===== src/rtl/riscv_pkg.sv =====
// riscv_pkg: constants shared by the fetch stage and its neighbours.
//   - opcode constants and special instruction words
//   - bit positions of the decoded instruction fields
//   - fetch state enumeration
package riscv_pkg;

  localparam logic [6:0]  OP_R_TYPE   = 7'b0110011;
  localparam logic [6:0]  OP_SYSTEM   = 7'b1110011;
  localparam logic [31:0] INSTR_ECALL = 32'h0000_0073;
  localparam logic [31:0] INSTR_NOP   = 32'h0000_0013;

  // Field positions (LSB) within a 32-bit instruction word
  localparam int unsigned OPCODE_LSB = 0;
  localparam int unsigned RD_LSB     = 7;
  localparam int unsigned FUNC3_LSB  = 12;
  localparam int unsigned RS1_LSB    = 15;
  localparam int unsigned RS2_LSB    = 20;
  localparam int unsigned FUNC7_LSB  = 25;

  typedef enum logic {
    S_RUN  = 1'b0,
    S_HALT = 1'b1
  } fetch_state_e;

endpackage


===== src/rtl/instr_mem.sv =====
// instr_mem: synchronous instruction RAM, one read port and one write port.
//   clk, rst : clock; rst clears only the read-data register
//   re/raddr : read enable and word address; rdata valid the next cycle
//   we/waddr/wdata : load write port
//   rdata    : registered read data; holds when re is low
// A read and a write to the same word in one cycle return the old word.
module instr_mem #(
  parameter int unsigned DEPTH = 64,
  parameter int unsigned AW    = $clog2(DEPTH)
) (
  input  logic          clk,
  input  logic          rst,
  input  logic          re,
  input  logic [AW-1:0] raddr,
  input  logic          we,
  input  logic [AW-1:0] waddr,
  input  logic [31:0]   wdata,
  output logic [31:0]   rdata
);

  logic [31:0] mem [DEPTH];
  logic [31:0] rdata_q;

  always_ff @(posedge clk) begin
    if (we) mem[waddr] <= wdata;
  end

  always_ff @(posedge clk) begin
    if (rst)     rdata_q <= '0;
    else if (re) rdata_q <= mem[raddr];
  end

  assign rdata = rdata_q;

endmodule


===== src/rtl/instr_fetch_unit.sv =====
// instr_fetch_unit: fetch stage owning the PC and the instruction memory.
//   clk, rst          : clock, synchronous active-high reset
//   stall             : freeze presented instruction and fetch address
//   redirect_valid/pc : branch/jump target (low two bits ignored)
//   imem_we/waddr/wdata : program-load port
//   instr_valid, pc, instr : presented instruction
//   opcode, rd, func3, rs1, rs2, func7 : slices of instr
//   halted            : unit is in S_HALT (ECALL or fetch out of memory)
module instr_fetch_unit
  import riscv_pkg::*;
#(
  parameter int unsigned IMEM_DEPTH = 64,
  parameter logic [31:0] RESET_PC   = 32'h0000_0000
) (
  input  logic                          clk,
  input  logic                          rst,
  input  logic                          stall,
  input  logic                          redirect_valid,
  input  logic [31:0]                   redirect_pc,
  input  logic                          imem_we,
  input  logic [$clog2(IMEM_DEPTH)-1:0] imem_waddr,
  input  logic [31:0]                   imem_wdata,
  output logic                          instr_valid,
  output logic [31:0]                   pc,
  output logic [31:0]                   instr,
  output logic [6:0]                    opcode,
  output logic [4:0]                    rd,
  output logic [2:0]                    func3,
  output logic [4:0]                    rs1,
  output logic [4:0]                    rs2,
  output logic [6:0]                    func7,
  output logic                          halted
);

  localparam int unsigned AW         = $clog2(IMEM_DEPTH);
  localparam logic [31:0] IMEM_BYTES = 32'(IMEM_DEPTH * 4);

  fetch_state_e state_q, state_d;
  logic [31:0]  fetch_pc_q, fetch_pc_d;
  logic [31:0]  pc_q, pc_d;
  logic         valid_q, valid_d;
  logic         mem_re;
  logic [31:0]  mem_rdata;
  logic         ecall_seen;
  logic         out_of_range;

  // The RAM's read register doubles as the presented-instruction register,
  // so the read enable is the "advance" strobe.
  instr_mem #(
    .DEPTH (IMEM_DEPTH),
    .AW    (AW)
  ) u_imem (
    .clk   (clk),
    .rst   (rst),
    .re    (mem_re),
    .raddr (fetch_pc_q[AW+1:2]),
    .we    (imem_we),
    .waddr (imem_waddr),
    .wdata (imem_wdata),
    .rdata (mem_rdata)
  );

  assign ecall_seen   = valid_q && (mem_rdata == INSTR_ECALL) && !stall;
  assign out_of_range = (fetch_pc_q >= IMEM_BYTES);

  always_comb begin
    state_d    = state_q;
    fetch_pc_d = fetch_pc_q;
    pc_d       = pc_q;
    valid_d    = valid_q;
    mem_re     = 1'b0;
    if (redirect_valid) begin
      fetch_pc_d = redirect_pc & 32'hFFFF_FFFC;
      valid_d    = 1'b0;
      state_d    = S_RUN;
    end else begin
      unique case (state_q)
        S_RUN: begin
          if (stall) begin
            // hold everything
          end else if (ecall_seen || out_of_range) begin
            valid_d = 1'b0;
            state_d = S_HALT;
          end else begin
            mem_re     = 1'b1;
            pc_d       = fetch_pc_q;
            fetch_pc_d = fetch_pc_q + 32'd4;
            valid_d    = 1'b1;
          end
        end
        S_HALT: valid_d = 1'b0;
        default: state_d = S_RUN;
      endcase
    end
  end

  always_ff @(posedge clk) begin
    if (rst) begin
      state_q    <= S_RUN;
      fetch_pc_q <= RESET_PC;
      pc_q       <= '0;
      valid_q    <= 1'b0;
    end else begin
      state_q    <= state_d;
      fetch_pc_q <= fetch_pc_d;
      pc_q       <= pc_d;
      valid_q    <= valid_d;
    end
  end

  assign instr_valid = valid_q;
  assign pc          = pc_q;
  assign instr       = mem_rdata;
  assign opcode      = mem_rdata[OPCODE_LSB +: 7];
  assign rd          = mem_rdata[RD_LSB     +: 5];
  assign func3       = mem_rdata[FUNC3_LSB  +: 3];
  assign rs1         = mem_rdata[RS1_LSB    +: 5];
  assign rs2         = mem_rdata[RS2_LSB    +: 5];
  assign func7       = mem_rdata[FUNC7_LSB  +: 7];
  assign halted      = (state_q == S_HALT);

endmodule


===== config.mk =====
export PLATFORM = sky130hd
export DESIGN_NAME = instr_fetch_unit
export DESIGN_NICKNAME = d
export VERILOG_FILES = /design/src/rtl/riscv_pkg.sv /design/src/rtl/instr_mem.sv /design/src/rtl/instr_fetch_unit.sv
export SDC_FILE = /design/constraint.sdc
export NUM_CORES = 2
export LEC_CHECK = 0
export ABC_AREA = 1
export BUFFER_PORTS_ARGS = -buffer_cell sky130_fd_sc_hd__buf_2
export CAP_MARGIN = 0
export CORE_ASPECT_RATIO = 0.6
export CORE_MARGIN = 1
export CORE_UTILIZATION = 38
export CTS_CLUSTER_SIZE = 12
export DETAILED_ROUTE_END_ITERATION = 10
export PLACE_DENSITY = 0.53
export SYNTH_ARGS = -nofsm -noshare
export SYNTH_HDL_FRONTEND = slang
export SYNTH_SLANG_ARGS = --single-unit

===== constraint.sdc =====
create_clock -name clk -period 2.85 [get_ports clk]
set_input_delay 0.285 -clock clk [delete_from_list [all_inputs] [get_ports clk]]
set_output_delay 0.285 -clock clk [all_outputs]
set_load 0.05 [all_outputs]

* Word level (Yosys, flattened, before mapping)
Memories as Yosys holds them, arrays and structs flattened. A register that Yosys moved wholly into a read port is not among the register bits.
Cells that the tools add are included.
** Storage, ports and cells
- Flip-flop bits (word level) :: 66
- RAM bits :: 2048
- Input port bits :: 75
- Output and inout bits :: 98
- Memories :: 1
** Memories
- u_imem.mem :: words 64, bits a word 32, read ports 1, clocked after memory_dff 1, wr ports 1, line instr_mem.sv:21 : logic [31:0] mem [DEPTH];
** Operators by class
- Add/subtract/negate cells :: 1
- Magnitude comparators :: 1
- Eq/ne operators :: 5
- Mux-type cells :: 15
- Bitwise gates (word level) :: 4
- Reductions and logical operators :: 8
** Operators with widths (count)
- 32-bit 2-to-1 mux :: 4
- 32-bit by 3-bit adder with 32-bit output (second input constant) :: 1
- 32-bit by 7-bit == test with 1-bit output (second input constant) :: 1
- 32-bit by 9-bit >= comparator with 1-bit output (second input constant) :: 1
- 1-bit 2-to-1 mux :: 10
- 2-bit inequality test (second input constant) :: 3
- 3-bit AND reduction :: 2
- 1-bit inverter :: 4
- 4-bit AND reduction :: 1
- 1-bit logical AND :: 2
- 2-bit by 1-bit inequality test with 1-bit output (second input constant) :: 1
- 1-bit case mux with 2 select lines :: 1
- 2-bit OR reduction :: 1
- 1-bit logical NOT :: 1
- 1-bit logical OR :: 1

* Logic depth before layout (Yosys ltp)
- Word-level depth :: 8
- Gate-level depth with buffers :: 19
- Depth with buffers taken out :: 14

* Cells and area by module
A second synthesis with hierarchy kept.
** Second synthesis, totals
- Cells, all modules :: 7285
- Area, all modules :: 86116.3 um^2
** Modules (own cells, without submodules)
- instr_mem :: instances 1, cells an instance 6887, area each 83251.1 um^2
- instr_fetch_unit :: instances 1, cells an instance 398, area each 2865.2 um^2

* Worst setup path after synthesis
No wires, ideal clock.
- Path kind :: input-to-reg
- Start :: in imem_we
- End :: mem u_imem.mem[0][0], enable pin
- Arrival :: 2187 ps
- Slack :: 242 ps
- Cell stages on the path :: 3
- Path buffers :: 1
- Cell sequence :: clkbuf_1 -> nand4_1 -> nor2_1
** Between the ends
- Longest elaborated chain between the ends :: 2
** RTL lines
- start, declared :: line instr_fetch_unit.sv:20 : input logic imem_we,
- 1-bit 2-to-1 mux :: line instr_mem.sv:25 : if (we) mem[waddr] <= wdata;
- 1-bit 2-to-1 mux (implied by the code) :: line instr_mem.sv:25
- end, declared :: line instr_mem.sv:21
No other way between the ends.

* Worst setup path in the final report
- Start :: reg fetch_pc_q[2]
- End :: reg u_imem.rdata_q[7] (netlist: u_imem.rdata[7]) (read register of u_imem.mem)
** Between the ends
- Longest elaborated chain between the ends :: 6
** RTL lines
- start, declared :: line instr_fetch_unit.sv:39 : logic [31:0] fetch_pc_q, fetch_pc_d;
- start signal, assigned :: line instr_fetch_unit.sv:105 : fetch_pc_q <= fetch_pc_d;
- 32-bit by 9-bit >= comparator with 1-bit output :: line instr_fetch_unit.sv:64 : assign out_of_range = (fetch_pc_q >= IMEM_BYTES);
- 1-bit logical OR :: line instr_fetch_unit.sv:81 : end else if (ecall_seen || out_of_range) begin
- 1-bit 2-to-1 mux :: line instr_fetch_unit.sv:81
- 1-bit 2-to-1 mux :: line instr_fetch_unit.sv:79 : if (stall) begin
- 1-bit 2-to-1 mux :: line instr_fetch_unit.sv:77 : unique case (state_q)
- 1-bit 2-to-1 mux :: line instr_fetch_unit.sv:72 : if (redirect_valid) begin
- end, declared :: line instr_mem.sv:22 : logic [31:0] rdata_q;
Parallel ways exist; a longest one is shown, timed or not.
A chain may end at the register's enable or synchronous reset.

==> flow_metrics.env <==
export IMPL_worst_path_most_repeated_cell="nand3_1"
export IMPL_status="complete, no violations"
export IMPL_final_period_utilization_pct=96.41
export IMPL_nets=8216
export IMPL_crit_type="reg -> reg"
export IMPL_end_kind="flip-flop"
export IMPL_cts_sinks=2142
export IMPL_drt_wirelength_per_cell_um=24.73
export IMPL_grt_use_met3_pct=4.964
export IMPL_ir_drop_v=0.0004497
export IMPL_crit_required_ps=3550
export IMPL_nFillCells=21156
export IMPL_synth_warnings=0
export IMPL_clkPwrFrac_pct=38.6
export IMPL_grt_pass1_vias=54796
export IMPL_drc=0
export IMPL_arrival_ps=3450
export IMPL_yosys_area_top_type="edfxtp_1"
export IMPL_finalClockSkew_ps=26.98
export IMPL_detail_route_antenna_nets=0
export IMPL_tightest_slew_ps=1103
export IMPL_cts_max_path_buffers=4
export IMPL_rsz0062_at_grt="no"
export IMPL_synthDistinctLibCells=36
export IMPL_fmax_mhz=364.0
export IMPL_yosysTopAreaCellShare_pct=69.50
export IMPL_insertion_delay_ps=850
export IMPL_io_buffers=168
export IMPL_slew_headroom_pct=26.46
export IMPL_cp_max_fo=37
export IMPL_synthArstFlopShare_pct=0
export IMPL_track_usage_pct=23.40
export IMPL_syn_inst=7840
export IMPL_final_instance_count_excl_fill=11338
export IMPL_tns_ps=0
export IMPL_cts_tree="yes"
export IMPL_cts_made_buffers=208
export IMPL_wirelength_um=280400
export IMPL_seq_area_frac_synth_pct=71.62
export IMPL_root_buffer="clkbuf_16"
export IMPL_hold_slack_ps=43.70
export IMPL_clk_pin_slew_worst_paths_ps=60
export IMPL_ys_top_cells_by_count="edfxtp_1, nand2_1, nor2_1, nand3_1, inv_1"
export IMPL_grt_max_degree=123
export IMPL_coreArea_um2=230200
export IMPL_drive_gt1_share_pct=10.96
export IMPL_synth_area_um2=88490
export IMPL_die_area_um2=234900
export IMPL_use_met1_pct=35.91
export IMPL_synthTopCellsByArea="edfxtp_1, nand2_1, nand3_1"
export IMPL_gp_congestion=0.8273
export IMPL_grt_use_met2_pct=33.76
export IMPL_power_leakage_nw=37.57
export IMPL_overflow=0
export IMPL_swShare_pct=23.41
export IMPL_p_int_mw=49.70
export IMPL_htree_levels=4
export IMPL_die_y_um=375.8
export IMPL_final_hold_violation_count=0
export IMPL_maxCapViolations=0
export IMPL_die_x_um=625.0
export IMPL_critPathLaunchType="flip-flop"
export IMPL_drtIter0Drc=7881
export IMPL_combPwrFrac_pct=7.8
export IMPL_p_total_mw=64.90
export IMPL_boundaryPins=173
export IMPL_p_seq_share_pct=53.6
export IMPL_cp_slowest_cell="dfxtp_4"
export IMPL_dr_pass1_iters=6
export IMPL_synth_edf_count=2048
export IMPL_p_sw_mw=15.19
export IMPL_dpl_hpwl_um=161300
export IMPL_maxSlewViolCount=0
export IMPL_hold_path_class="in -> reg"
export IMPL_place_inst=10952
export IMPL_ys_seq_elements=2142
export IMPL_via_per_inst=5.248
export IMPL_initial_utilization_pct=38.44
export IMPL_num_rows=136
export IMPL_grt_antenna_before_repair=22
export IMPL_crit_chain="buf_12, buf_12, buf_12, buf_4, or2_2, nand3_1, nand3_1, nand3_1, nand3_1, nand3_1, nand2_1, nand2_1, a21oi_1"
export IMPL_vias=59507
export IMPL_top_usage_layer="met1"
export IMPL_grt_pass1_wl_um=398500
export IMPL_postCtsSetupBuffers=0
export IMPL_area_growth_pct=14.90
export IMPL_fin_crit_ps=2748
export IMPL_power_density_nw_per_um2=638.2
export IMPL_syn_area_per_cell_um2=11.29
export IMPL_finalSetupViolations=0
export IMPL_cp_slowest_stage_delay_ps=370
export IMPL_yosysMostFrequentCell="edfxtp_1"
export IMPL_synth_flop_cell="edfxtp_1"
what timing repair did:
action                                  CTS  global route
hold buffers                             82             0
resized for setup                         0            17
hold endpoints to repair                174             0
endpoints found under the setup margin    0            23
routing by layer:
metal  share of wire [%]  vias up
met2                  42     2730
met1                  46    29090
met5               0.013        -
met3                  10      388
met4                 2.2        6
li1                    -    27293
layout make-up:
type / count / area, um^2 / share of cell area [%]
flip-flops and latches: 2142 / 63400 / 62.35
multi-input cells: 4557 / 20600 / 20.26
repair buffers: 590 / 5652 / 5.558
clock buffers: 294 / 5644 / 5.551
well taps: 3105 / 3885 / 3.821
inverters: 640 / 2432 / 2.392
clock inverters: 6 / 56.30 / 0.05537
diodes: 4 / 10.01 / 0.009844
cell usage in the layout, fill, tap and decap left out, types with 3 or more instances in the layout:
master and instances:
edfxtp_1 2048, nand2_1 1616, nor2_1 965, nand3_1 928, inv_1 632, o21ai_0 517, buf_4 226, clkbuf_16 213
buf_2 167, o211ai_1 141, o21ai_1 112, buf_12 109, dfxtp_1 88, or2_2 82, dlygate4sd3_1 82, clkbuf_1 80
nor2_4 68, a21oi_1 52, o22ai_1 25, nand4_1 20, diode_2 4, nor2_2 4, xor2_1 4, a31oi_1 4
dfxtp_4 4, inv_8 3, inv_2 3, nand2_2 3, a211oi_1 3, buf_16 3, buf_6 3
final timing paths:
| check | startpoint | end | slack, ps | depth (start not counted) |
|---|---|---|---|---|
| max | fetch_pc_q[2] | u_imem.rdata[7] | 100 | 13 |
| min | imem_wdata[8] | u_imem.mem[25][8] | 40 | 1 |
| max reg2reg | fetch_pc_q[2] | u_imem.rdata[7] | 100 | 13 |
| min reg2reg | pc[18] | pc[18] | 430 | 2 |
kinds of logic (layout without fill, tap and decap cells):
logic type,after synthesis,count (layout),synth area share (%)
flops,2142,2142,71.62
simple gates,3692,3692,17.31
fa+ha+maj,2,2,0.02827
xor+xnor,5,5,0.04948
buf+inv,1142,1530,5.685
compound gates,856,856,5.302
other cells,1,6,0.004238
power groups by stage:
stage	registers, mW	clock network (mW)	logic [mW]
after CTS	34.8	25.5	5.03
after detailed placement	35.4	0	4.93
after global routing	34.8	26.6	5.48
final	34.8	25.1	5.08
after global placement	35.4	0	4.88
after floorplan	35.4	0	2.50
sequential cells by signal, indices dropped and copies added (netlist names):
| signal | flops |
|---|---|
| u_imem.mem | 2048 |
| u_imem.rdata | 32 |
| instr_valid | 1 |
| halted | 1 |
| fetch_pc_q | 30 |
| pc | 30 |
metrics by stage:
step / setup WS [ps] / area [um^2] / util [%]
6_report: 102.4 / 101700 / 44.16
3_3_place_gp: 30.54 / 95080 / 41.30
5_1_grt: 14.95 / 101700 / 44.16
4_1_cts: 10.58 / 101600 / 44.13
2_1_floorplan: 241.7 / 88500 / -
3_5_place_dp: 33.40 / 95080 / 41.30
critical path: cells and delay by family, from the launching register on:
| family | cells | cell delay [ps] |
|---|---|---|
| AND/OR/NAND/NOR | 8 | 1340 |
| buffers and inverters | 4 | 730 |
| flip-flops | 1 | 370 |
| AO/OA/AOI/OAI | 1 | 70 |
Note: power is estimated with default switching activity, not from simulation.
